### config.mk
export PLATFORM = sky130hd
export DESIGN_NAME = fetch_queue_unit
export DESIGN_NICKNAME = d
export VERILOG_FILES = /design/src/rtl/fetch_queue_unit.sv
export SDC_FILE = /design/constraint.sdc
export NUM_CORES = 1
export LEC_CHECK = 0
export CORE_MARGIN = 3
export CORE_UTILIZATION = 50
export CTS_CLUSTER_DIAMETER = 120
export DETAILED_ROUTE_END_ITERATION = 10
export GPL_ROUTABILITY_DRIVEN = 0
export PLACE_DENSITY = 0.73
export SLEW_MARGIN = 15
export SYNTH_ARGS = -nofsm -noshare
export SYNTH_HDL_FRONTEND = slang
export SYNTH_SLANG_ARGS = --single-unit
### constraint.sdc
create_clock -name Clk -period 3.05 [get_ports Clk]
set_input_delay 0.61 -clock Clk [delete_from_list [all_inputs] [get_ports Clk]]
set_output_delay 0.61 -clock Clk [all_outputs]
set_load 0.1 [all_outputs]
### src/rtl/fetch_queue_unit.sv
// ---------------------------------------------------------------------------
// fetch_queue_unit
//
// Instruction fetch front end with a small prefetch FIFO. A fetch PC streams
// word-aligned read requests to an instruction memory that answers exactly one
// cycle later. Each answer is pushed, together with its PC+4 tag, into a FIFO
// that decode drains from the head. Decode can redirect the fetch stream, which
// flushes the FIFO and drops the response still in flight.
//
// Optional feature (macro FETCH_BYPASS_EN):
//   When defined, a response arriving while the FIFO is empty is presented at
//   the head in the same cycle; if decode takes it, it is never written.
//   When undefined, outputs come only from registers (no IM_rdata->output path).
//
// Parameters:
//   ADDR_W   - width of PC / IM_addr / ID_new_PC / IF_PC4
//   DEPTH    - FIFO entries (power of two, >= 2)
//   RESET_PC - first fetch address after reset
//
// Ports:
//   Clk            in   clock, rising edge
//   Reset          in   asynchronous, active-low reset
//   ID_PCSrc       in   redirect request from decode
//   ID_new_PC      in   redirect target
//   ID_stall       in   decode not ready; blocks a pop
//   IM_req         out  instruction memory read strobe
//   IM_addr        out  read address (word aligned)
//   IM_rdata       in   read data, valid one cycle after IM_req
//   IF_valid       out  head entry valid
//   IF_Instruction out  head instruction (0 when not valid)
//   IF_PC4         out  head instruction address + 4 (0 when not valid)
//   IF_count       out  number of occupied FIFO entries
// ---------------------------------------------------------------------------
module fetch_queue_unit #(
    parameter int                ADDR_W   = 32,
    parameter int                DEPTH    = 4,
    parameter logic [ADDR_W-1:0] RESET_PC = '0
) (
    input  logic                     Clk,
    input  logic                     Reset,
    input  logic                     ID_PCSrc,
    input  logic [ADDR_W-1:0]        ID_new_PC,
    input  logic                     ID_stall,
    output logic                     IM_req,
    output logic [ADDR_W-1:0]        IM_addr,
    input  logic [31:0]              IM_rdata,
    output logic                     IF_valid,
    output logic [31:0]              IF_Instruction,
    output logic [ADDR_W-1:0]        IF_PC4,
    output logic [$clog2(DEPTH):0]   IF_count
);

    localparam int PTR_W = $clog2(DEPTH);
    localparam int CNT_W = PTR_W + 1;
    localparam logic [ADDR_W-1:0] ALIGN_MASK = ~ADDR_W'(3);
    localparam logic [ADDR_W-1:0] PC_STEP    = ADDR_W'(4);

    logic [ADDR_W-1:0] r_pc;
    logic              r_inFlight;
    logic [ADDR_W-1:0] r_tag;
    logic [PTR_W-1:0]  r_rdPtr;
    logic [PTR_W-1:0]  r_wrPtr;
    logic [CNT_W-1:0]  r_count;
    logic [31:0]       r_instrMem [DEPTH];
    logic [ADDR_W-1:0] r_pc4Mem   [DEPTH];

    logic [CNT_W-1:0]  w_occupancy;
    logic              w_req;
    logic              w_qValid;
    logic              w_respValid;
    logic              w_push;
    logic              w_pop;
    logic              w_headValid;
    logic [31:0]       w_headInstr;
    logic [ADDR_W-1:0] w_headPc4;

    // Credit check counts the in-flight word as already occupying a slot, so
    // a request can never overflow the FIFO. A freed slot only shows up in
    // r_count the cycle after its pop, which is when the next request issues.
    // A response that lands during a redirect is dropped (killed).
    always_comb begin
        w_occupancy = r_count + CNT_W'(r_inFlight);
        w_req       = Reset & ~ID_PCSrc & (w_occupancy < CNT_W'(DEPTH));
        w_qValid    = (r_count != '0);
        w_respValid = r_inFlight & ~ID_PCSrc;
        w_pop       = w_qValid & ~ID_stall & ~ID_PCSrc;
`ifdef FETCH_BYPASS_EN
        w_headValid = w_qValid | w_respValid;
        w_headInstr = w_qValid ? r_instrMem[r_rdPtr] : IM_rdata;
        w_headPc4   = w_qValid ? r_pc4Mem[r_rdPtr]   : r_tag;
        w_push      = w_respValid & ~(~w_qValid & ~ID_stall);
`else
        w_headValid = w_qValid;
        w_headInstr = r_instrMem[r_rdPtr];
        w_headPc4   = r_pc4Mem[r_rdPtr];
        w_push      = w_respValid;
`endif
    end

    // Output drive: head fields are forced to zero whenever nothing is valid.
    always_comb begin
        IM_req         = w_req;
        IM_addr        = r_pc;
        IF_valid       = w_headValid;
        IF_Instruction = w_headValid ? w_headInstr : 32'd0;
        IF_PC4         = w_headValid ? w_headPc4 : '0;
        IF_count       = r_count;
    end

    // Fetch PC, in-flight tracking and FIFO bookkeeping. A redirect wins over
    // any same-cycle push or pop: the FIFO is emptied and the in-flight word
    // is forgotten, and since IM_req is low that cycle nothing new is pending.
    always_ff @(posedge Clk or negedge Reset) begin
        if (!Reset) begin
            r_pc       <= RESET_PC & ALIGN_MASK;
            r_inFlight <= 1'b0;
            r_tag      <= '0;
            r_rdPtr    <= '0;
            r_wrPtr    <= '0;
            r_count    <= '0;
        end else if (ID_PCSrc) begin
            r_pc       <= ID_new_PC & ALIGN_MASK;
            r_inFlight <= 1'b0;
            r_rdPtr    <= '0;
            r_wrPtr    <= '0;
            r_count    <= '0;
        end else begin
            r_inFlight <= w_req;
            if (w_req) begin
                r_pc  <= r_pc + PC_STEP;
                r_tag <= r_pc + PC_STEP;
            end
            if (w_push) begin
                r_wrPtr <= r_wrPtr + PTR_W'(1);
            end
            if (w_pop) begin
                r_rdPtr <= r_rdPtr + PTR_W'(1);
            end
            case ({w_push, w_pop})
                2'b10:   r_count <= r_count + CNT_W'(1);
                2'b01:   r_count <= r_count - CNT_W'(1);
                default: r_count <= r_count;
            endcase
        end
    end

    // FIFO storage has no reset; entries are only visible through r_count.
    always_ff @(posedge Clk) begin
        if (w_push) begin
            r_instrMem[r_wrPtr] <= IM_rdata;
            r_pc4Mem[r_wrPtr]   <= r_tag;
        end
    end

endmodule

==> out/metrics.yaml <==
type_of_origin_of_the_critical_path: "flop"
clock-root-buffer: "sky130_fd_sc_hd__clkbuf_16"
worstSetupEndpointType: "primary output"
finalHoldViolations: 0
cp_cell_sequence: "nor3_2 > inv_1 > buf_12 > and2_1 > buf_12"
multiInputGateArea_um2: 3770
worst-endpoint-required_ns: 2.44
die_width_um: 168
worst_clock_skew_ns: 0.0162
synthDistinctLibCells: 47
design.core.area_um2: 25500
detailedRoute.firstPassIterationCount: 5
wl_per_cell_um: 19.9
drt_iter0_drc: 588
internal_power_mw: 8.87
nFillCells: 1782
numClockSinks: 316
syn-cell-area_um2: 13200
cts_tree: "done"
cp_common_cell: "sky130_fd_sc_hd__buf_12"
cts-root-to-sink-buffers: 3
htreeDepth: 1
maxSlewHeadroom_pct: 59.0
hpwl_mm: 17.4
ys_ff_latch: 316
tightestPinTransition_ns: 0.614
swShare_pct: 37.5
cp_slowest_cell: "sky130_fd_sc_hd__nor3_2"
crit_fanout: 63
maxCapViolCount: 0
worstHoldPathType: "primary input to asynchronous set/reset pin"
p_switching_mw: 5.32
timing.reg2reg.setup_slack_ns: 0.65
postSynth.asyncResetShare_pct: 21.5
grt_pass1_wl_mm: 43.0
number_of_antenna_violations_at_the_first_check_in_global_routing: 0
rr_startpoint: "IF_count[1]$_DFFE_PN0P_"
final_cycle_utilization_of_the_critical_path_pct: 94.2
worst_skew_pair.late_latency_ns: 0.53
leakagePower_nw: 5.69
area_growth_syn_to_layout_pct: 27.6
floorplan.die_area_um2: 28300
critPathKind: "flop to primary output"
synth_top_cell_by_area: "sky130_fd_sc_hd__edfxtp_1"
post-route-drc-count: 0
seq_power_share_pct: 37.6
place.detailed.instances: 1283
highest_attainable_clock_frequency_ghz: 0.348
cts-buffers-inserted: 30
ratio_of_total_power_to_cell_area_nw_per_um2: 844
worst_r2r_path_depth: 6
worstPathArrival_ns: 2.26
routed-via-count: 7706
layout-drive-gt1-share_pct: 24.9
io_buffers: 162
largest_net_degree_at_the_start_of_global_routing: 64
floorplan.initialDensity_pct: 51.6
final_net_count: 1062
unrepaired_setup_endpoints_after_global_routing: "no"
rows: 58
synth.top_cells.by_area: "sky130_fd_sc_hd__edfxtp_1, sky130_fd_sc_hd__dfrtp_1, sky130_fd_sc_hd__mux4_2"
final_period_minus_worst_setup_slack_ns: 2.87
final_antenna_diode_count: 0
clock_power_share_pct: 23.9
vias_per_cell: 5.75
ys_seq_area_share_pct: 69.4
grt_pass1_vias: 7727
totalNegativeSetupSlack_ns: 0
postSynthAreaPerCell_um2: 16.0
synth_flop_cell: "sky130_fd_sc_hd__edfxtp_1"
synth_warnings: 0
synth_edf_count: 248
finalSetupViolCount: 0
worst_path_largest_cell_delay_ns: 0.48
globalRouteTotalUtil_pct: 19.0
crit-reg2reg-capture: "IF_count[2]$_DFFE_PN0P_"
io-pin-count: 169
die_y_um: 168
route.antenna.remaining_nets: 0
post_synth_inst_count: 821
wl_mm: 26.6
area.sequential_um2: 9160
post_layout_nonfiller_instances: 1341
worst_ir_drop_vdd_mv: 0.720
global_route_congestion_overflow_total: 0
path_clk_slew_ns: 0.06
final-max-slew-violation-count: 0
synthDominantCellAreaShare_pct: 56.5
run_status: "complete, no violations"
combPwrFrac_pct: 38.5
## layout by cell type (no fill, tap or decap), types with 4 or more instances in the layout
master / count
sky130_fd_sc_hd__o21ai_1: 25
sky130_fd_sc_hd__clkbuf_1: 15
sky130_fd_sc_hd__and2_2: 13
sky130_fd_sc_hd__o211ai_1: 15
sky130_fd_sc_hd__o31ai_1: 20
sky130_fd_sc_hd__ha_1: 5
sky130_fd_sc_hd__a31oi_1: 31
sky130_fd_sc_hd__and3_1: 5
sky130_fd_sc_hd__o21ai_0: 9
sky130_fd_sc_hd__buf_12: 75
sky130_fd_sc_hd__edfxtp_1: 248
sky130_fd_sc_hd__or3_1: 12
sky130_fd_sc_hd__inv_1: 6
sky130_fd_sc_hd__xnor2_1: 8
sky130_fd_sc_hd__mux4_2: 62
sky130_fd_sc_hd__dfrtp_2: 4
sky130_fd_sc_hd__nor2_1: 36
sky130_fd_sc_hd__nor2b_1: 4
sky130_fd_sc_hd__conb_1: 4
sky130_fd_sc_hd__or4_1: 29
sky130_fd_sc_hd__nand4_1: 9
sky130_fd_sc_hd__xor2_1: 11
sky130_fd_sc_hd__nor3_1: 6
sky130_fd_sc_hd__clkdlybuf4s50_1: 64
sky130_fd_sc_hd__nand3_1: 16
sky130_fd_sc_hd__and2_1: 54
sky130_fd_sc_hd__buf_4: 50
sky130_fd_sc_hd__clkbuf_16: 31
sky130_fd_sc_hd__clkinv_2: 4
sky130_fd_sc_hd__and4_1: 7
sky130_fd_sc_hd__nand2_1: 36
sky130_fd_sc_hd__dfrtp_1: 63
## per-stage QoR
stage	power, mW	worst slack, ns	hold slack [ns]	cell area [um^2]	utilization, %
CTS	14.3	0.113	0.457	16800	65.8
global placement	10.9	0.470	0.492	15900	62.2
finish	14.2	0.178	0.499	16800	65.8
detailed placement	10.9	0.456	0.493	15900	62.2
global route	14.7	0.0251	0.489	16800	65.8
floorplan	8.93	0.180	0.314	13200	-
## layout make-up
type                       instances  area share [%]
clock buffer                      49            5.20
clock inverter                     6           0.186
inverter                           7           0.156
multi-input combinational        442            22.5
sequential                       316            54.5
tap                              330            2.46
timing repair buffer             191            15.1
## flip-flops by register name, summed over array words and instances (netlist names)
register,count
IF_count,3
IM_addr,30
r_inFlight,1
r_instrMem,128
r_pc4Mem,120
r_rdPtr,2
r_tag,30
r_wrPtr,2
## synthesized netlist by cell type, types with 7 or more instances
master,count
sky130_fd_sc_hd__xnor2_1,8
sky130_fd_sc_hd__a31oi_1,31
sky130_fd_sc_hd__edfxtp_1,248
sky130_fd_sc_hd__mux4_2,62
sky130_fd_sc_hd__o21ai_0,9
sky130_fd_sc_hd__dfrtp_1,68
sky130_fd_sc_hd__nand2_1,36
sky130_fd_sc_hd__or4_1,29
sky130_fd_sc_hd__or3_1,12
sky130_fd_sc_hd__nor2_1,36
sky130_fd_sc_hd__nor3_1,7
sky130_fd_sc_hd__o31ai_1,20
sky130_fd_sc_hd__nand4_1,9
sky130_fd_sc_hd__xor2_1,11
sky130_fd_sc_hd__nand3_1,16
sky130_fd_sc_hd__o21ai_1,25
sky130_fd_sc_hd__and4_1,7
sky130_fd_sc_hd__o211ai_1,15
sky130_fd_sc_hd__and2_1,67
sky130_fd_sc_hd__buf_2,11
sky130_fd_sc_hd__clkbuf_1,43
## critical path: cells and delay by family (launching register included)
kind	cells	cell delay [ns]
and+or+nand+nor	2	0.70
DFF	1	0.45
buffers and inverters	3	0.54
## power by group through the flow
stage / Clock (mW) / Combinational (mW) / Sequential [mW]
2_1_floorplan: 0 / 3.28 / 5.65
3_3_place_gp: 0 / 5.45 / 5.42
3_5_place_dp: 0 / 5.48 / 5.45
4_1_cts: 3.48 / 5.53 / 5.34
5_1_grt: 3.64 / 5.67 / 5.38
6_report: 3.39 / 5.46 / 5.34
## layer usage
layer / track usage (%) / up-vias / part of all wire [%]
met3: 2.86 / 32 / 6.5
met4: 3.95 / 0 / 1.4
met1: 28.4 / 3833 / 44
li1: - / 3569 / -
met2: 30.3 / 272 / 48
met5: 0 / - / 0
## worst max path at each step
stage                                        from                         end
final                     IF_count[1]$_DFFE_PN0P_          IF_Instruction[12]
after CTS                  r_rdPtr[1]$_DFFE_PN0P_                  IF_PC4[10]
after detailed placement                 ID_PCSrc     IF_count[2]$_DFFE_PN0P_
after floorplan                          ID_PCSrc  r_instrMem[0][0]$_DFFE_PP_
after global placement                   ID_PCSrc     IF_count[2]$_DFFE_PN0P_
after global routing      IF_count[1]$_DFFE_PN0P_           IF_Instruction[0]
## what timing repair did
| item | CTS | global route |
|---|---|---|
| hold buffers | 1 | 0 |
| endpoints found under the setup margin | 18 | 0 |
| endpoints found under the hold margin | 4 | 0 |
| gates resized for setup | 0 | 0 |
| buffers inserted | 2 | 0 |
## logic make-up (layout without fill, tap and decap cells)
group / after synthesis / after routing / share of synthesized area [%]
simple gates: 235 / 235 / 10.1
other cells: 1 / 4 / 0.0285
fa+ha+maj: 6 / 6 / 0.627
xor+xnor: 19 / 19 / 1.26
flops: 316 / 316 / 69.4
compound gates: 113 / 113 / 5.55
mux: 65 / 65 / 10.8
buf+inv: 66 / 253 / 2.16
Note: power is estimated with default switching activity, not from simulation.
